==> src/rtl/cam_ctrl.sv <==
// Command sequencer for a CAM array: owns the entry valid bitmap and occupancy,
// serialises lookup/insert/delete/flush and returns hit/index/error.
//
// state  | meaning
// IDLE   | waiting for a command, cmd_ready high
// SEARCH | key_q on cam_key, masked match vector captured
// EXEC   | priority encode, bitmap/occupancy update, optional CAM write
// RESP   | response held until consumer takes it
module cam_ctrl #(
  parameter int WIDTH = 8,
  parameter int DEPTH = 16,
  parameter int IDXW  = $clog2(DEPTH)
) (
  input  logic             clk,
  input  logic             rst_n,
  input  logic             cmd_valid,
  output logic             cmd_ready,
  input  logic [1:0]       cmd_op,
  input  logic [WIDTH-1:0] cmd_key,
  output logic             rsp_valid,
  input  logic             rsp_ready,
  output logic             rsp_hit,
  output logic [IDXW-1:0]  rsp_idx,
  output logic             rsp_err,
  output logic [WIDTH-1:0] cam_key,
  input  logic [DEPTH-1:0] cam_match,
  output logic             cam_wr_en,
  output logic [IDXW-1:0]  cam_wr_addr,
  output logic [WIDTH-1:0] cam_wr_data,
  output logic [IDXW:0]    occupancy,
  output logic             full,
  output logic             empty
);

  typedef enum logic [1:0] {IDLE, SEARCH, EXEC, RESP} state_t;

  localparam logic [1:0] OP_LOOKUP = 2'b00;
  localparam logic [1:0] OP_INSERT = 2'b01;
  localparam logic [1:0] OP_DELETE = 2'b10;
  localparam logic [1:0] OP_FLUSH  = 2'b11;
  localparam logic [IDXW:0] OCC_ONE = {{IDXW{1'b0}}, 1'b1};
  localparam logic [IDXW:0] OCC_MAX = (IDXW+1)'(DEPTH);

  state_t state, state_nxt;
  logic [1:0]       op_q;
  logic [WIDTH-1:0] key_q;
  logic [DEPTH-1:0] hit_vec, valid;
  logic [IDXW:0]    occ_q;
  logic             any_hit;
  logic [IDXW-1:0]  hit_idx, free_idx;
  logic             do_write, do_delete, do_flush;
  logic             exec_hit, exec_err;
  logic [IDXW-1:0]  exec_idx;

  assign occupancy = occ_q;
  assign full      = (occ_q == OCC_MAX);
  assign empty     = (occ_q == '0);
  assign cam_key   = key_q;

  // Descending scan so the lowest set / lowest clear index is the last one written.
  always_comb begin
    hit_idx  = '0;
    free_idx = '0;
    for (int i = DEPTH-1; i >= 0; i--) begin
      if (hit_vec[i]) hit_idx = IDXW'(i);
      if (!valid[i])  free_idx = IDXW'(i);
    end
    any_hit = |hit_vec;
  end

  always_comb begin
    state_nxt = state;
    cmd_ready = 1'b0;
    rsp_valid = 1'b0;
    do_write  = 1'b0;
    do_delete = 1'b0;
    do_flush  = 1'b0;
    exec_hit  = 1'b0;
    exec_idx  = '0;
    exec_err  = 1'b0;
    case (state)
      IDLE: begin
        cmd_ready = 1'b1;
        if (cmd_valid) state_nxt = SEARCH;
      end
      SEARCH: state_nxt = EXEC;
      EXEC: begin
        state_nxt = RESP;
        case (op_q)
          OP_LOOKUP: begin
            exec_hit = any_hit;
            exec_idx = any_hit ? hit_idx : '0;
          end
          OP_INSERT: begin
            if (any_hit) begin
              exec_hit = 1'b1;
              exec_idx = hit_idx;
            end else if (full) begin
              exec_err = 1'b1;
            end else begin
              do_write = 1'b1;
              exec_idx = free_idx;
            end
          end
          OP_DELETE: begin
            if (any_hit) begin
              exec_hit  = 1'b1;
              exec_idx  = hit_idx;
              do_delete = 1'b1;
            end else begin
              exec_err = 1'b1;
            end
          end
          default: do_flush = 1'b1;
        endcase
      end
      default: begin
        rsp_valid = 1'b1;
        if (rsp_ready) state_nxt = IDLE;
      end
    endcase
  end

  // Write strobe is combinational from EXEC so an async reset kills it immediately.
  assign cam_wr_en   = do_write;
  assign cam_wr_addr = do_write ? free_idx : '0;
  assign cam_wr_data = do_write ? key_q : '0;

  always_ff @(posedge clk or negedge rst_n) begin
    if (!rst_n) begin
      state   <= IDLE;
      op_q    <= OP_LOOKUP;
      key_q   <= '0;
      hit_vec <= '0;
      valid   <= '0;
      occ_q   <= '0;
      rsp_hit <= 1'b0;
      rsp_idx <= '0;
      rsp_err <= 1'b0;
    end else begin
      state <= state_nxt;
      if (state == IDLE && cmd_valid) begin
        op_q  <= cmd_op;
        key_q <= cmd_key;
      end
      if (state == SEARCH) hit_vec <= cam_match & valid;
      if (state == EXEC) begin
        rsp_hit <= exec_hit;
        rsp_idx <= exec_idx;
        rsp_err <= exec_err;
      end
      if (do_write) begin
        valid[free_idx] <= 1'b1;
        occ_q           <= occ_q + OCC_ONE;
      end else if (do_delete) begin
        valid[hit_idx] <= 1'b0;
        occ_q          <= occ_q - OCC_ONE;
      end else if (do_flush) begin
        valid <= '0;
        occ_q <= '0;
      end
    end
  end

endmodule

==> config.mk <==
export PLATFORM = sky130hd
export DESIGN_NAME = cam_ctrl
export DESIGN_NICKNAME = d
export VERILOG_FILES = /design/src/rtl/cam_ctrl.sv
export SDC_FILE = /design/constraint.sdc
export NUM_CORES = 1
export LEC_CHECK = 0
export CAP_MARGIN = 20
export CORE_MARGIN = 3
export CORE_UTILIZATION = 40
export DETAILED_ROUTE_END_ITERATION = 6
export GPL_ROUTABILITY_DRIVEN = 0
export SETUP_SLACK_MARGIN = 0.02
export SLEW_MARGIN = 20
export SYNTH_ARGS = -nofsm -noshare
export SYNTH_HDL_FRONTEND = slang
export SYNTH_SLANG_ARGS = --single-unit
==> constraint.sdc <==
create_clock -name clk -period 4.7 [get_ports clk]
set_input_delay 0.94 -clock clk [delete_from_list [all_inputs] [get_ports clk]]
set_output_delay 0.94 -clock clk [all_outputs]
set_load 0.02 [all_outputs]
# Word-level counts from Yosys, hierarchy flattened
# Index checks and enable logic that the tools add are counted.
[classes]
addsub = 2
multipliers = 0
div = 0
order_cmp = 4
eq_ne = 6
shift = 0
mux = 67
bitwise = 4
reduce_logical = 14
[ops]
columns = ["op", "n"]
rows = [
  ["two-way mux 4 bit", 36],
  ["two-way mux 16 bit", 3],
  ["bitwise AND 16 bit", 2],
  ["two-way mux 1 bit", 16],
  ["inverter 16 bit", 1],
  ["OR 16 bit", 1],
  ["OR reduction 16 bit", 1],
  ["two-way mux 5 bit", 3],
  ["< comparator 4 x 5 -> 1 bit (second input constant)", 2],
  ["demux 1 bit (select 4 bit)", 2],
  ["greater-or-equal comparator 4 x 1 -> 1 bit (second input constant)", 2],
  ["two-way mux 8 bit", 1],
  ["one-hot mux 4 bit (2 select lines)", 1],
  ["one-hot mux 2 bit (3 select lines)", 1],
  ["OR reduction 3 bit", 2],
  ["adder 5 x 1 -> 5 bit (second input constant)", 1],
  ["equality test 5 bit (second input constant)", 1],
  ["zero test 5 bit", 1],
  ["subtractor 5 x 1 -> 5 bit (second input constant)", 1],
  ["equality test 2 x 1 -> 1 bit (second input constant)", 2],
  ["equality test 2 bit (second input constant)", 2],
  ["zero test 2 bit", 2],
  ["two-way mux 2 bit", 2],
  ["one-hot mux 1 bit (2 select lines)", 2],
  ["other kinds (6)", 9],
]
[totals]
register_bits = 55
latchBits = 0
mem_bits_rw = 0
romBits = 0
input_bits = 30
word_cells = 106
n_memories = 0

# Longest topological paths before layout
# Gate-level depths: netlist of run 1.
[logic_depth]
word_depth = 24
mapped_depth = 10
ltp_nobuf = 9

# Least setup slack after synthesis of run 1
# No wires, ideal clock.
[synth_timing]
kind = "flip-flop to output port"
from = "register hit_vec[5]"
to = "output port cam_wr_addr[3]"
arrival_time_ps = 2123
t_required_ps = 3760
slack_ps = 1637
stages_incl_launch_ff = 8
n_path_buf = 2
path_cell_list = "dfrtp_1 buf_6 or4_4 nor4_4 nand3_4 inv_2 buf_2 and3_1"
[synth_via]
elab_chain_cells = 5
[synth_lines]
columns = ["item", "line", "rtl"]
rows = [
  ["start: declaration", "47", "logic [DEPTH-1:0] hit_vec, valid;"],
  ["start signal: assignment", "146", "if (state == SEARCH) hit_vec <= cam_match & valid;"],
  ["OR reduction 16 bit", "68", "any_hit = |hit_vec;"],
  ["two-way mux 1 bit", "95", "if (any_hit) begin"],
  ["two-way mux 1 bit", "89", "case (op_q)"],
  ["two-way mux 1 bit", "81", "case (state)"],
  ["via cam_wr_en", "27", "output logic cam_wr_en,"],
  ["two-way mux 4 bit", "126", "assign cam_wr_addr = do_write ? free_idx : '0;"],
  ["end: declaration", "28", "output logic [IDXW-1:0] cam_wr_addr,"],
]
# The timed path passes the listed nets, and every way through them passes these cells.

# Final worst setup path of run 1
[layout_timing]
from = "register hit_vec[5]"
to = "output port cam_wr_addr[3]"
[layout_via]
elab_chain_cells = 5
[layout_lines]
columns = ["item", "line"]
rows = [
  ["OR reduction 16 bit", "68"],
  ["two-way mux 1 bit", "95"],
  ["two-way mux 1 bit", "89"],
  ["two-way mux 1 bit", "81"],
  ["two-way mux 4 bit", "126"],
]
# Every way passes these cells.

==> impl_metrics.yaml, run 1 <==
run_status:
  outcome: "finished, final reports clean"
sta:
  relSlewSlack: 0.326
  hold_violations: 0
  finalSetupTns_ns: 0
  worst_slew_pin_slew_ns: 1.00
  finalCritPeriodShare: 0.875
  drv_slew: 0
  setup_viol: 0
  holdWs_ns: 0.501
  rsz0062_at_grt: "false"
  fmax_mhz: 243
  skew_ns: 0.0126
  period_minus_slack_ns: 4.11
grt:
  met1_usage: 0.298
  use_met2: 0.316
  grt_first_pass_wirelength_microns: 15800
  met3_usage: 0.0388
  antenna_found_initial: 0
  first_global_vias: 3035
  grt_overflow_total: 0
  grt_use_total: 0.204
  grt_max_degree: 56
  busiest_layer: "met2"
synth:
  synth_top_family_by_area: "simple AND/OR/NAND/NOR gates"
  synth-edff-count: 0
  synthCells: 376
  yosysTopAreaCell: "dfrtp_1"
  synth_flop_cell: "dfrtp_1"
  async_flop_share: 1.00
  synthXorXnorAreaFrac: 0
  yosys_warnings: 0
  synth-adder-area-share: 0.0450
  synthDistinctLibCells: 62
  synth_area_sq_um: 3330
  synth_nets: 418
  synth_area_leaders: "dfrtp_1 (41%), o21ai_0 (5.0%), ha_1 (4.5%)"
  ys_ff_latch: 55
  muxShareOfSynthArea: 0.0338
  yosysTopAreaCellShare: 0.413
  synth_compound_area_frac: 0.223
  synth_simple_gate_area_share: 0.229
  syn_avg_cell_area_sq_um: 8.87
  synth_seq_area_share: 0.413
cts:
  cts_max_level: 2
  clockRootBuffer: "clkbuf_8"
  clk_latency_ns: 0.31
  cts_resized: 0
  clkTransAtPathRegs_ns: 0.10
  cts_tree: "yes"
  cts_setup_buffers: 0
  hold_buffers: 0
  numCtsBuffers: 5
  cts_sinks: 55
  cts_buffer_depth: 2
route:
  firstDrtPassIters: 4
  vias: 3101
  drt_iter0_markers: 229
  drc_errors: 0
  wirelength_microns: 9600
  viasPerCell: 5.73
  wl_per_cell_microns: 17.8
  postRouteAntennaNets: 0
floorplanning:
  core_area_sq_um: 7930
  dieHeight_microns: 97.3
  die_width_microns: 97.3
  rows: 32
  design.die.area_sq_um: 9470
  start_util: 0.421
  io_pins: 66
layout:
  layout_commonest_cell: "clkdlybuf4s50_1"
  antennaDiodeCount: 0
  mostFrequentLayoutCells: "clkdlybuf4s50_1 (64), dfrtp_1 (55), nand2_1 (38), inv_1 (34), o21ai_0 (33)"
  nFillCells: 752
  layout-drive-gt1-share: 0.0706
  multiInputGateArea_sq_um: 1770
  area_growth_pct: 24.3
  seq_area_sq_um: 1380
  fin_nets: 480
critical_path:
  critPathLaunchType: "register"
  crit_fanout: 20
  crit_type: "register to output port"
  cpPeakStageDelay_ns: 0.60
  cp.arrival_ns: 3.17
  crit_slowest_cell: "or4_4"
  end_kind: "output port"
  cp.required_ns: 3.76
  crit_chain: "or4_4, nor4_4, nand3_4, inv_2, and3_1, clkdlybuf4s50_1"
placement:
  port_buffers: 65
  dp_hpwl_microns: 7070
power_and_ir_drop:
  power_density_nw_per_um2: 511
  fin_total_pwr_w: 0.00212
  p_leak_nw: 1.71
  ir_drop_mv: 0.296
job:
  drv_cap: 0
hold_path:
  hold_class: "register to register"
layer usage:
layer | part of all wire | routed length, microns
met4 | 0.022 | 208
met3 | 0.062 | 593
met1 | 0.47 | 4470
met5 | 0 | 0
met2 | 0.45 | 4330
metrics by stage:
stage,std cells,area [sq um],util,setup WS [ns]
finish,541,4140,0.523,0.589
global route,541,4140,0.523,0.466
CTS,541,4140,0.522,0.602
detailed placement,533,4060,0.512,0.960
global placement,533,4060,0.512,0.989
floorplan,376,3330,-,1.64
path summary, 6_finish.rpt:
check,slack (ns),from,depth (start not counted),endpoint
setup / recovery,0.59,hit_vec[5],6,cam_wr_addr[3]
hold / removal,0.50,rsp_idx[1],1,rsp_idx[1]
hold reg to reg,0.50,rsp_idx[1],1,rsp_idx[1]
max in group asynchronous,3.46,rst_n,2,rsp_idx[3]
min in group asynchronous,0.75,rst_n,2,hit_vec[2]
setup reg to reg,1.86,hit_vec[13],5,valid[12]
synthesized netlist by cell type (2+ instances only):
| master | count |
|---|---|
| o221ai_1 | 2 |
| or4_4 | 2 |
| o21ai_0 | 33 |
| buf_6 | 2 |
| o211ai_1 | 4 |
| o211a_1 | 2 |
| nand2_1 | 38 |
| and3_1 | 2 |
| a221oi_1 | 2 |
| or3_1 | 3 |
| o311a_1 | 2 |
| or4_1 | 3 |
| nand3_1 | 23 |
| a21oi_1 | 15 |
| a211oi_1 | 3 |
| mux2_2 | 10 |
| ha_1 | 12 |
| clkbuf_1 | 5 |
| nor4_2 | 2 |
| o31ai_1 | 2 |
| nor3_1 | 4 |
| o21a_1 | 2 |
| dfrtp_1 | 55 |
| o22ai_1 | 5 |
| o311ai_0 | 4 |
| nor3b_1 | 2 |
| nand4_1 | 8 |
| nor4_1 | 8 |
| inv_1 | 34 |
| buf_2 | 3 |
| nor2_1 | 30 |
| o32ai_1 | 2 |
| nand2b_1 | 3 |
| a31oi_1 | 8 |
| o2bb2ai_1 | 4 |
| and2_1 | 9 |
| a21o_1 | 3 |
power by group:
part / switching [W] / internal, W / total, W
combinational: 0.000675 / 0.000474 / 0.00115
clock: 0.000158 / 0.000105 / 0.000264
sequential: 0.000127 / 0.000580 / 0.000707
flip-flops by register name (all words and copies together) (netlist names):
register / cells
hit_vec: 16
valid: 16
cam_key: 8
occupancy: 5
rsp_idx: 4
op_q: 2
state: 2
rsp_err: 1
rsp_hit: 1
worst max-delay path: cells and delay by family, from the launching register on:
kind | cells | cell delay (ns)
and+or+nand+nor | 4 | 1.44
buffers and inverters | 2 | 0.92
DFF | 1 | 0.49
cell families after synthesis:
| kind of cell | count (synthesis) |
|---|---|
| DFF | 55 |
| buffers and inverters | 46 |
| AOI/OAI and AO/OA | 109 |
| and+or+nand+nor | 144 |
| adders and majority gates | 12 |
| muxes | 10 |
final cells by class:
class,instances,area share
clock inverter,1,0.00121
inverter,35,0.0317
sequential,55,0.332
timing repair buffer,66,0.158
tap,102,0.0308
multi-input combinational,275,0.428
clock buffer,7,0.0184
(Power assumes the default switching activity.)
==> inputs of run 2 (changes only) <==
--- a/config.mk
+++ b/config.mk
@@ -11,6 +11,7 @@
 export DETAILED_ROUTE_END_ITERATION = 6
 export GPL_ROUTABILITY_DRIVEN = 0
 export SETUP_SLACK_MARGIN = 0.02
+export SKIP_CTS_REPAIR_TIMING = 1
 export SLEW_MARGIN = 20
 export SYNTH_ARGS = -nofsm -noshare
 export SYNTH_HDL_FRONTEND = slang
==> results of run 2 <==
Same layout as run 1: the final DEF is identical, and so are final timing and power.
==> inputs of run 3 (changes only) <==
--- a/config.mk
+++ b/config.mk
@@ -5,12 +5,13 @@
 export SDC_FILE = /design/constraint.sdc
 export NUM_CORES = 1
 export LEC_CHECK = 0
+export ABC_CLOCK_PERIOD_IN_PS = 4700
 export CAP_MARGIN = 20
 export CORE_MARGIN = 3
 export CORE_UTILIZATION = 40
 export DETAILED_ROUTE_END_ITERATION = 6
 export GPL_ROUTABILITY_DRIVEN = 0
-export SETUP_SLACK_MARGIN = 0.02
+export SETUP_SLACK_MARGIN = 0.5
 export SKIP_CTS_REPAIR_TIMING = 1
 export SLEW_MARGIN = 20
 export SYNTH_ARGS = -nofsm -noshare
==> run 3 against run 2 <==
Compared with the run above:
- first-iteration DRC count unchanged
- cell area about the same
- maximum frequency up 1.8%
- critical path depth unchanged
- clock-buffer cell count unchanged
- non-clock buffer count unchanged
- largest cell class unchanged
==> impl_metrics.yaml, run 3 (synthesis results as in run 1) <==
critical_path:
  crit_chain: "or4_4, nor4_4, nand3_4, clkinv_2, and3_1, clkdlybuf4s50_1"
  crit_fanout: 20
  critPathLaunchType: "register"
  crit_family: "simple AND/OR/NAND/NOR gates"
  crit_type: "register to output port"
  cp.required_ns: 3.76
  worst-path-buf-inv: 2
  reg2reg_slack_ns: 1.84
  crit_slowest_cell: "or4_4"
  r2r_cells: 5
  end_kind: "output port"
  reg2reg_to: "valid[12]"
  cpPeakStageDelay_ns: 0.60
  worstReg2RegStart: "hit_vec[13]"
  cp.arrival_ns: 3.10
route:
  wirelength_microns: 9570
  wl_per_cell_microns: 17.7
  viasPerCell: 5.71
  drt_iter0_markers: 229
  drc_errors: 0
  vias: 3088
  firstDrtPassIters: 4
  postRouteAntennaNets: 0
sta:
  fmax_mhz: 248
  finalSetupTns_ns: 0
  setup_viol: 0
  drv_slew: 0
  skew_ns: 0.0132
  finalCritPeriodShare: 0.859
  period_minus_slack_ns: 4.04
  hold_violations: 0
  worst_slew_pin_slew_ns: 1.03
  relSlewSlack: 0.309
  rsz0062_at_grt: "false"
layout:
  seq_area_sq_um: 1380
  area_growth_pct: 24.3
  fin_nets: 480
  nFillCells: 751
  layout-drive-gt1-share: 0.0706
  layout_commonest_cell: "clkdlybuf4s50_1"
  multiInputGateArea_sq_um: 1770
  mostFrequentLayoutCells: "clkdlybuf4s50_1 (64), dfrtp_1 (55), nand2_1 (38), inv_1 (34), o21ai_0 (33)"
  final_cell_area_sq_um: 4150
  antennaDiodeCount: 0
hold_path:
  hold_end: "rsp_idx[1]"
  whs_path_depth: 1
  min-delay-start: "rsp_idx[1]"
  hold_class: "register to register"
floorplanning:
  core_area_sq_um: 7930
  rows: 32
  die_width_microns: 97.3
  dieHeight_microns: 97.3
  io_pins: 66
  design.die.area_sq_um: 9470
  start_util: 0.421
grt:
  grt_overflow_total: 0
  grt_use_total: 0.204
  grt_first_pass_wirelength_microns: 15800
  antenna_found_initial: 0
  first_global_vias: 3035
  grt_max_degree: 56
job:
  drv_cap: 0
power_and_ir_drop:
  power_density_nw_per_um2: 511
  ir_drop_mv: 0.296
  p_leak_nw: 1.71
cts:
  cts_max_level: 2
  cts_sinks: 55
  clk_latency_ns: 0.31
  clkTransAtPathRegs_ns: 0.10
  cts_tree: "yes"
  clockRootBuffer: "clkbuf_8"
  numCtsBuffers: 5
  cts_buffer_depth: 2
placement:
  place_area_sq_um: 4060
  dp_hpwl_microns: 7070
  port_buffers: 65
run_status:
  outcome: "finished, final reports clean"
run 3: changes by cell type in the layout (fill, tap and decap cells not counted):
cell,change
clkinv_2,+1
inv_2,-1
run 3: metrics by stage:
step | hold slack [ns] | util | std cells | total power [W] | worst slack (ns)
2_1_floorplan | 0.517 | - | 376 | 0.00144 | 1.64
3_3_place_gp | 0.474 | 0.512 | 533 | 0.00185 | 0.989
3_5_place_dp | 0.472 | 0.512 | 533 | 0.00185 | 0.960
4_1_cts | 0.504 | 0.522 | 541 | 0.00212 | 0.602
5_1_grt | 0.517 | 0.523 | 541 | 0.00228 | 0.534
6_report | 0.501 | 0.523 | 541 | 0.00212 | 0.661
run 3: layout make-up:
| type | count | area share |
|---|---|---|
| clock inverters | 1 | 0.00121 |
| multi-input cells | 275 | 0.428 |
| flip-flops and latches | 55 | 0.332 |
| well taps | 102 | 0.0308 |
| clock buffers | 7 | 0.0184 |
| repair buffers | 66 | 0.158 |
| inverters | 35 | 0.0320 |
run 3: worst register-to-register path: stages, from the launching register on:
cell and delay [ns]:
dfrtp_1 0.42, nor4_1 0.89, a41o_1 0.65, o211ai_1 0.39
o311ai_0 0.21, o21ai_0 0.17
run 3: where the power goes:
part           switching, W  internal [W]  total, W
clock network      0.000159      0.000105  0.000264
registers          0.000127      0.000580  0.000707
logic              0.000674      0.000474   0.00115
total              0.000960       0.00116   0.00212
run 3: worst max path at each step:
| stage | end | slack (ns) | cells past startpoint | from |
|---|---|---|---|---|
| finish | cam_wr_addr[3] | 0.66 | 6 | hit_vec[5] |
| global route | cam_wr_addr[3] | 0.53 | 6 | hit_vec[5] |
| CTS | cam_wr_addr[3] | 0.60 | 6 | hit_vec[5] |
| detailed placement | cam_wr_addr[3] | 0.96 | 6 | hit_vec[5] |
| global placement | cam_wr_addr[3] | 0.99 | 6 | hit_vec[5] |
| floorplan | cam_wr_addr[3] | 1.64 | 7 | hit_vec[5] |
run 3: metal layers:
| layer | part of all wire | GRT usage |
|---|---|---|
| met1 | 0.47 | 0.298 |
| met2 | 0.45 | 0.316 |
| met3 | 0.060 | 0.0388 |
| met4 | 0.018 | 0.0458 |
| met5 | 0 | 0 |
